==> src/rtl/alu_arb_pkg.sv <==
// alu_arb_pkg: shared types and constants for the two-requester ALU arbiter
package alu_arb_pkg;
    localparam int ALU_WIDTH = 4;
    localparam int ALU_OPW   = 4;
    localparam int STAT_W    = 8;
    typedef enum logic [1:0] {IDLE, EXEC, RESP} state_t;
    localparam logic [ALU_OPW-1:0] OP_ADD  = 4'h0;
    localparam logic [ALU_OPW-1:0] OP_ADC  = 4'h1;
    localparam logic [ALU_OPW-1:0] OP_SUB  = 4'h2;
    localparam logic [ALU_OPW-1:0] OP_SBC  = 4'h3;
    localparam logic [ALU_OPW-1:0] OP_AND  = 4'h4;
    localparam logic [ALU_OPW-1:0] OP_OR   = 4'h5;
    localparam logic [ALU_OPW-1:0] OP_XOR  = 4'h6;
    localparam logic [ALU_OPW-1:0] OP_NAND = 4'h7;
    localparam logic [ALU_OPW-1:0] OP_NOR  = 4'h8;
    localparam logic [ALU_OPW-1:0] OP_XNOR = 4'h9;
    localparam logic [ALU_OPW-1:0] OP_NOTA = 4'hA;
    localparam logic [ALU_OPW-1:0] OP_NOTB = 4'hB;
    localparam logic [ALU_OPW-1:0] OP_INC  = 4'hC;
    localparam logic [ALU_OPW-1:0] OP_DEC  = 4'hD;
    localparam logic [ALU_OPW-1:0] OP_PASA = 4'hE;
    localparam logic [ALU_OPW-1:0] OP_PASB = 4'hF;
endpackage

==> src/rtl/rr_arb2.sv <==
// rr_arb2: two-way round-robin grant
// ports: req_valid (pending requests), last_grant (previous winner), grant (one-hot, 0 if none)
module rr_arb2 (
    input  logic [1:0] req_valid,
    input  logic       last_grant,
    output logic [1:0] grant
);
    assign grant = &req_valid ? (last_grant ? 2'b01 : 2'b10) : req_valid;
endmodule

==> src/rtl/alu_req_arbiter.sv <==
// alu_req_arbiter: shares one combinational ALU between two requesters, round-robin
// ports: req_* (request handshake, packed per requester), rsp_* (response handshake + captured result),
//        alu_* (registered opcode/operands out, combinational result in)
// optional: ALU_ARB_STATS_EN adds saturating per-requester accept counters grant_cnt0/grant_cnt1
module alu_req_arbiter
    import alu_arb_pkg::*;
#(
    parameter int WIDTH = ALU_WIDTH,
    parameter int OPW   = ALU_OPW,
    parameter int LAT   = 1
) (
    input  logic               clk,
    input  logic               rst,
    input  logic [1:0]         req_valid,
    output logic [1:0]         req_ready,
    input  logic [2*OPW-1:0]   req_op,
    input  logic [2*WIDTH-1:0] req_a,
    input  logic [2*WIDTH-1:0] req_b,
    output logic [1:0]         rsp_valid,
    input  logic [1:0]         rsp_ready,
    output logic [WIDTH-1:0]   rsp_s,
    output logic               rsp_cout,
    output logic [OPW-1:0]     alu_sel,
    output logic [WIDTH-1:0]   alu_a,
    output logic [WIDTH-1:0]   alu_b,
    input  logic [WIDTH-1:0]   alu_s,
    input  logic               alu_cout
`ifdef ALU_ARB_STATS_EN
    ,
    output logic [STAT_W-1:0]  grant_cnt0,
    output logic [STAT_W-1:0]  grant_cnt1
`endif
);
    state_t     state, state_nx;
    logic [2:0] cnt;
    logic       owner, last_grant, gi, accept, done;
    logic [1:0] grant;
    if (LAT < 1 || LAT > 7) begin : g_lat_chk
        $error("alu_req_arbiter: LAT must be in 1..7");
    end
    rr_arb2 u_rr (
        .req_valid (req_valid),
        .last_grant(last_grant),
        .grant     (grant)
    );
    assign gi        = grant[1];
    // gated by rst so nothing is offered while reset is held
    assign req_ready = (state == IDLE && !rst) ? grant : 2'b00;
    assign accept    = |(req_valid & req_ready);
    assign done      = cnt == 3'(LAT - 1);
    assign rsp_valid = state == RESP ? (owner ? 2'b10 : 2'b01) : 2'b00;
    always_comb begin
        state_nx = (state == IDLE && accept)           ? EXEC :
                   (state == EXEC && done)             ? RESP :
                   (state == RESP && rsp_ready[owner]) ? IDLE : state;
    end
    always_ff @(posedge clk or posedge rst) begin
        if (rst) begin
            state      <= IDLE;
            cnt        <= '0;
            owner      <= 1'b0;
            last_grant <= 1'b1;
            alu_sel    <= '0;
            alu_a      <= '0;
            alu_b      <= '0;
            rsp_s      <= '0;
            rsp_cout   <= 1'b0;
        end else begin
            state <= state_nx;
            if (accept) begin
                alu_sel    <= gi ? req_op[OPW +: OPW]     : req_op[0 +: OPW];
                alu_a      <= gi ? req_a[WIDTH +: WIDTH]  : req_a[0 +: WIDTH];
                alu_b      <= gi ? req_b[WIDTH +: WIDTH]  : req_b[0 +: WIDTH];
                owner      <= gi;
                last_grant <= gi;
                cnt        <= '0;
            end
            if (state == EXEC) begin
                cnt <= cnt + 3'd1;
                if (done) {rsp_cout, rsp_s} <= {alu_cout, alu_s};
            end
        end
    end
`ifdef ALU_ARB_STATS_EN
    always_ff @(posedge clk or posedge rst) begin
        if (rst) begin
            grant_cnt0 <= '0;
            grant_cnt1 <= '0;
        end else if (accept) begin
            if (!gi && !(&grant_cnt0)) grant_cnt0 <= grant_cnt0 + 1'b1;
            if (gi && !(&grant_cnt1)) grant_cnt1 <= grant_cnt1 + 1'b1;
        end
    end
`endif
endmodule

==> config.mk <==
export PLATFORM = sky130hd
export DESIGN_NAME = alu_req_arbiter
export DESIGN_NICKNAME = d
export VERILOG_FILES = /design/src/rtl/alu_arb_pkg.sv /design/src/rtl/rr_arb2.sv /design/src/rtl/alu_req_arbiter.sv
export SDC_FILE = /design/constraint.sdc
export NUM_CORES = 1
export LEC_CHECK = 0
export CAP_MARGIN = 40
export CORE_ASPECT_RATIO = 2
export CORE_MARGIN = 2
export CORE_UTILIZATION = 26
export DETAILED_ROUTE_END_ITERATION = 8
export PLACE_DENSITY_LB_ADDON = 0.3
export SYNTH_ARGS = -nofsm -noshare
export SYNTH_HDL_FRONTEND = slang
export SYNTH_SLANG_ARGS = --single-unit
==> constraint.sdc <==
create_clock -name clk -period 1.3 [get_ports clk]
set_input_delay 0.195 -clock clk [delete_from_list [all_inputs] [get_ports clk]]
set_output_delay 0.195 -clock clk [all_outputs]
set_load 0.005 [all_outputs]
-- After elaboration in Yosys (flattened, before gate mapping)
Cells that the tools add are included.
- order comparisons: 1
- bitwise gates (word level): 1
- $add $sub $neg: 1
- reductions and logical operators: 12
- multiplexer cells: 15
- equality and inequality tests: 2
- operators by type and width (operator ; count):
    2-bit two-way mux ; 8
    4-bit two-way mux ; 3
    3-bit two-way mux ; 2
    1-bit logical AND ; 4
    2-bit AND reduction ; 2
    3-bit by 1-bit adder with 3-bit output (second input constant) ; 1
    3-bit zero test ; 1
    3-bit nonzero test ; 1
    2-bit bitwise AND ; 1
    2-bit by 1-bit equality test with 1-bit output (second input constant) ; 1
    2-bit equality test (second input constant) ; 1
    2-bit zero test ; 1
    1-bit by 2-bit < comparator with 1-bit output (second input constant) ; 1
    1-bit two-way mux ; 2
    2-bit nonzero test ; 1
    2-bit OR reduction ; 1
    1-bit zero test ; 1
- register bits: 24
- word-level logic and storage cells: 41

-- Logic depth before layout (Yosys ltp)
- depth after elaboration: 7
- depth in mapped cells: 4

-- By module
A second synthesis with hierarchy kept.
- cells, all modules: 90
- area, all modules: 1221.2 um2
- by module, submodules not included (module ; cells each ; area an instance (um2) ; seq. area each (um2) ; times used):
    alu_req_arbiter ; 87 ; 1202.4 ; 601.8 ; 1
    rr_arb2 ; 3 ; 18.8 ; 0.0 ; 1

-- Worst setup path before layout
Ideal clock, no wire load.
- path kind: register to register
- start point: reg state[1]
- end point: reg rsp_cout
- required time: 1.175 ns
- setup time: 0.125 ns
- path buffers: 0
- clock period less this slack: 1.394 ns
- arrival: 1.270 ns
- slack: -0.094 ns
- stages on the path, launching flop included: 4
- path through: dfrtp_1 > nand2b_4 > nor3b_4 > mux2_2
- word-level cells in the longest chain between the ends: 2
- RTL lines (element ; line ; source):
    from (decl) ; alu_req_arbiter.sv:34 ; state_t state, state_nx;
    from (signal assigned) ; alu_req_arbiter.sv:69 ; state <= state_nx;
    2-bit by 1-bit equality test with 1-bit output ; alu_req_arbiter.sv:78 ; if (state == EXEC) begin
    2-bit AND reduction (no source line) ; n/a ;
    to (signal assigned) ; alu_req_arbiter.sv:80 ; if (done) {rsp_cout, rsp_s} <= {alu_cout, alu_s};
    to (decl) ; alu_req_arbiter.sv:22 ; output logic rsp_cout,
No other way between the ends.
A chain may end at the register's enable or synchronous reset.

-- Worst setup path after layout
- start point: reg state[1]
- end point: out req_ready[1]
- word-level cells in the longest chain between the ends: 3
- RTL lines (element ; line ; source):
    2-bit zero test ; alu_req_arbiter.sv:48 ; assign req_ready = (state == IDLE && !rst) ? grant : 2'b00;
    1-bit logical AND ; alu_req_arbiter.sv:48 ;
    2-bit two-way mux ; alu_req_arbiter.sv:48 ;
    to (decl) ; alu_req_arbiter.sv:15 ; output logic [1:0] req_ready,
No other way between the ends.

==> summary.md <==
| Metric | Value |
|---|---|
| Status | `complete, but fails checks` |
| Failing checks | `negative setup slack` |
| Worst Skew | `0.00713 ns` |
| Final ANT Viol Nets | `0` |
| Total gr overflow | `0` |
| Crit path required time | `between 1 and 1.5 ns` |
| Worst reg-to-reg setup slack | `-0.19 ns` |
| Ys async rst share | `1.00` |
| VDD IR max | `1.42 mV` |
| Seq/Total Area, Yosys | `0.527` |
| Reg-to-reg critical path startpoint | `state[1]$_DFFE_PP0P_` |
| Pwr/cell area | `1980 nW/um2` |
| Area leader, netlist | `dfrtp_1` |
| # DRC | `0` |
| Main synth FF type | `dfrtp_1` |
| Post-Syn Nets | `128` |
| DR WL/cell | `16.6 um` |
| CTS max path bufs | `2` |
| Number of I/O pins | `56` |
| TritonRoute pass-1 iters | `3` |
| Final worst slack | `-0.270 ns` |
| Kind of end point of the critical path | `primary output` |
| Multi-input gate area | `796 um2` |
| Reg area | `604 um2` |
| Die Height | `97.7 um` |
| Leak | `around 1.0 nW` |
| Yosys warnings | `0` |
| Row cnt | `34` |
| Initial antenna violation count | `0` |
| Max Slew Vio Count | `0` |
| Mapped Area | `~1100 um2` |
| First-pass GRT wire length | `6540 um` |
| Yosys reg bits | `24` |
| GRT Util Overall | `0.172` |
| Vias post-DR | `1167` |
| Fin. Hold Viols | `0` |
| Final Core Density | `0.567` |
| Synth top area share | `0.504` |
| Post-Route WL | `roughly 4000 um` |
| FMAX | `637 MHz` |
| Detailed Place HPWL | `2480 um` |
| Share of cells above drive strength 1 | `0.508` |
| GPL Wtd Cong | `0.738` |
| Synth top area cells | `dfrtp_1 (50%), a2bb2oi_1 (9.2%), o32ai_1 (9.2%)` |
| Syn_area_per_cell | `12.5 um2` |
| Starting Density | `0.266` |
| Setup TNS Final | `-2.71 ns` |
| Relative slew slack | `0.844` |
| Crit path DAT | `1.38 ns` |
| CTS tree | `built` |
| Layout area overhead | `113%` |
| Worst R2R End | `rsp_s[1]$_DFFE_PP0P_` |
| Ant diodes | `0` |
| Cell mode on critical path | `buf_6` |
| Worst-Skew Late Latency | `0.27 ns` |
| Root buffer cell | `clkbuf_8` |
| Layout fillers | `approximately 370` |
| Reported max-cap violation count | `0` |
| Die Area | `4970 um2` |
| Total CTS buffers | `3` |
| Commonest cells post-synth | `dfrtp_1 (23), a2bb2oi_1 (12), o32ai_1 (12)` |
| Slowest CP cell | `dfrtp_2` |
| Period utilization | `1.21` |
| Largest net degree at the start of global routing | `17` |
| Number of synthesized flops with an enable pin | `0` |
| Critical path launch point type | `register` |
| Library cells used by synthesis | `30` |
| CORE AREA | `4300 um2` |
| Number of global-route vias before repair | `around 1400` |
| Clk slew on worst S/H paths | `roughly 0.09 ns` |
| Nets@finish | `225` |
| Number of setup violations in the final report | `28` |
| Drt via density | `4.84` |
| Reg2reg path depth | `5` |
| Cell with the most instances after synthesis | `dfrtp_1` |
| CTS Hold Bufs | `0` |
| Pre-CTS setup slack | `-0.667 ns` |
| RSZ-0062 raised after global routing | `yes` |
| H-tree levels | `1` |
| DRT iter0 DRCs | `11` |
| Worst min path class | `input port to async pin` |
| Mapped Cells | `91` |
| Slew @ Worst Pin | `0.233 ns` |
| Crit-path max cell delay | `0.45 ns` |
| Clk sinks | `24` |
| Die width | `just over 50 um` |
| Min cycle time layout | `about 1.6 ns` |
| # port buffers | `55` |
| CP max FO | `3` |
| Worst-path cell chain | `buf_6 > nor4_4 > buf_4 > buf_6` |
| Crit Path Class | `register to primary output` |
[sequential cells by signal, summed over array words and instances, names as in the netlist]
register and cells:
rsp_cout 1, cnt 3, owner 1, rsp_s 4, last_grant 1, state 2, alu_b 4, alu_sel 4
alu_a 4
[stage by stage]
step,hold slack [ns],cells,area [um2],power [mW]
3_5_place_dp,0.499,211,1860,3.33
2_1_floorplan,0.209,91,1140,2.24
4_1_cts,0.340,238,2370,4.70
6_report,0.377,241,2430,4.83
5_1_grt,0.408,241,2430,5.14
3_3_place_gp,0.491,211,1860,3.26
[report_power, final]
part	total, mW	switching (mW)	internal (mW)	leakage (nW)
clock network	0.513	0.242	0.271	0.0288
registers	1.37	0.235	1.13	0.272
logic	2.95	1.08	1.86	0.727
total	4.83	1.56	3.27	1.03
[cell usage in the layout, fill, tap and decap left out]
master and instances:
nor4_4 1, buf_12 1, nor2_1 2, o32ai_2 7, clkdlybuf4s50_1 33, buf_4 27
o21a_4 2, o21bai_1 2, a21o_1 1, o21ai_0 1, nand2b_1 1, dfstp_2 1
nor3b_2 1, a21bo_2 1, nor3b_4 2, inv_1 5, buf_2 2, mux2i_1 1
mux2_4 5, dfrtp_2 2, buf_6 15, a2bb2oi_2 12, o32ai_4 5, dfrtp_1 21
nand3b_1 1, nand2_2 1, nand2_1 2, ha_1 2, clkbuf_8 4, nand2b_4 1
dlygate4sd2_1 18, o22ai_2 1, nor3_4 1, and3_4 1, xor2_1 1, a22o_1 1
inv_2 1, nor2b_2 1
[critical path, delay by kind of cell, from the launching register on]
| family | cells | cell delay, ns |
|---|---|---|
| buffers and inverters | 3 | 0.39 |
| DFF | 1 | 0.45 |
| and+or+nand+nor | 1 | 0.27 |
[final cells by class]
| cell class | instances | share of cell area |
|---|---|---|
| timing repair buffer | 96 | 0.365 |
| multi-input combinational | 57 | 0.327 |
| sequential | 24 | 0.248 |
| tap | 54 | 0.0277 |
| clock buffer | 4 | 0.0226 |
| inverter | 6 | 0.00925 |
[kinds of logic after synthesis]
logic type,count (synthesis),synth area share
XOR/XNOR,1,0.00768
AND/OR/NAND/NOR,15,0.101
AO/OA/AOI/OAI,32,0.243
buffers and inverters,11,0.0406
flip-flops,24,0.527
adder cells (fa/ha/maj),2,0.0219
multiplexers,6,0.0581
[repair_timing]
| item | in CTS | in global routing |
|---|---|---|
| setup endpoints to repair | 42 | 28 |
| gates resized for setup | 88 | 15 |
| pin swaps | 6 | 10 |
| buffers inserted | 22 | 4 |
| cloned | 1 | 1 |
[metal layers]
metal | track usage | part of all wire
met2 | 0.312 | 0.59
met4 | 0.0624 | 0.020
met5 | 0 | 0
met1 | 0.197 | 0.36
met3 | 0.0246 | 0.035
[worst max path at each step]
| stage | start | to | cells after the start |
|---|---|---|---|
| 6_report | state[1]$_DFFE_PP0P_ | req_ready[1] | 4 |
| 3_3_place_gp | req_valid[1] | req_ready[1] | 5 |
| 4_1_cts | last_grant$_DFFE_PP1P_ | req_ready[1] | 4 |
| 3_5_place_dp | req_valid[1] | req_ready[1] | 5 |
| 5_1_grt | state[1]$_DFFE_PP0P_ | req_ready[0] | 4 |
| 2_1_floorplan | state[1]$_DFFE_PP0P_ | rsp_cout$_DFFE_PP0P_ | 3 |
(Power assumes the default switching activity.)
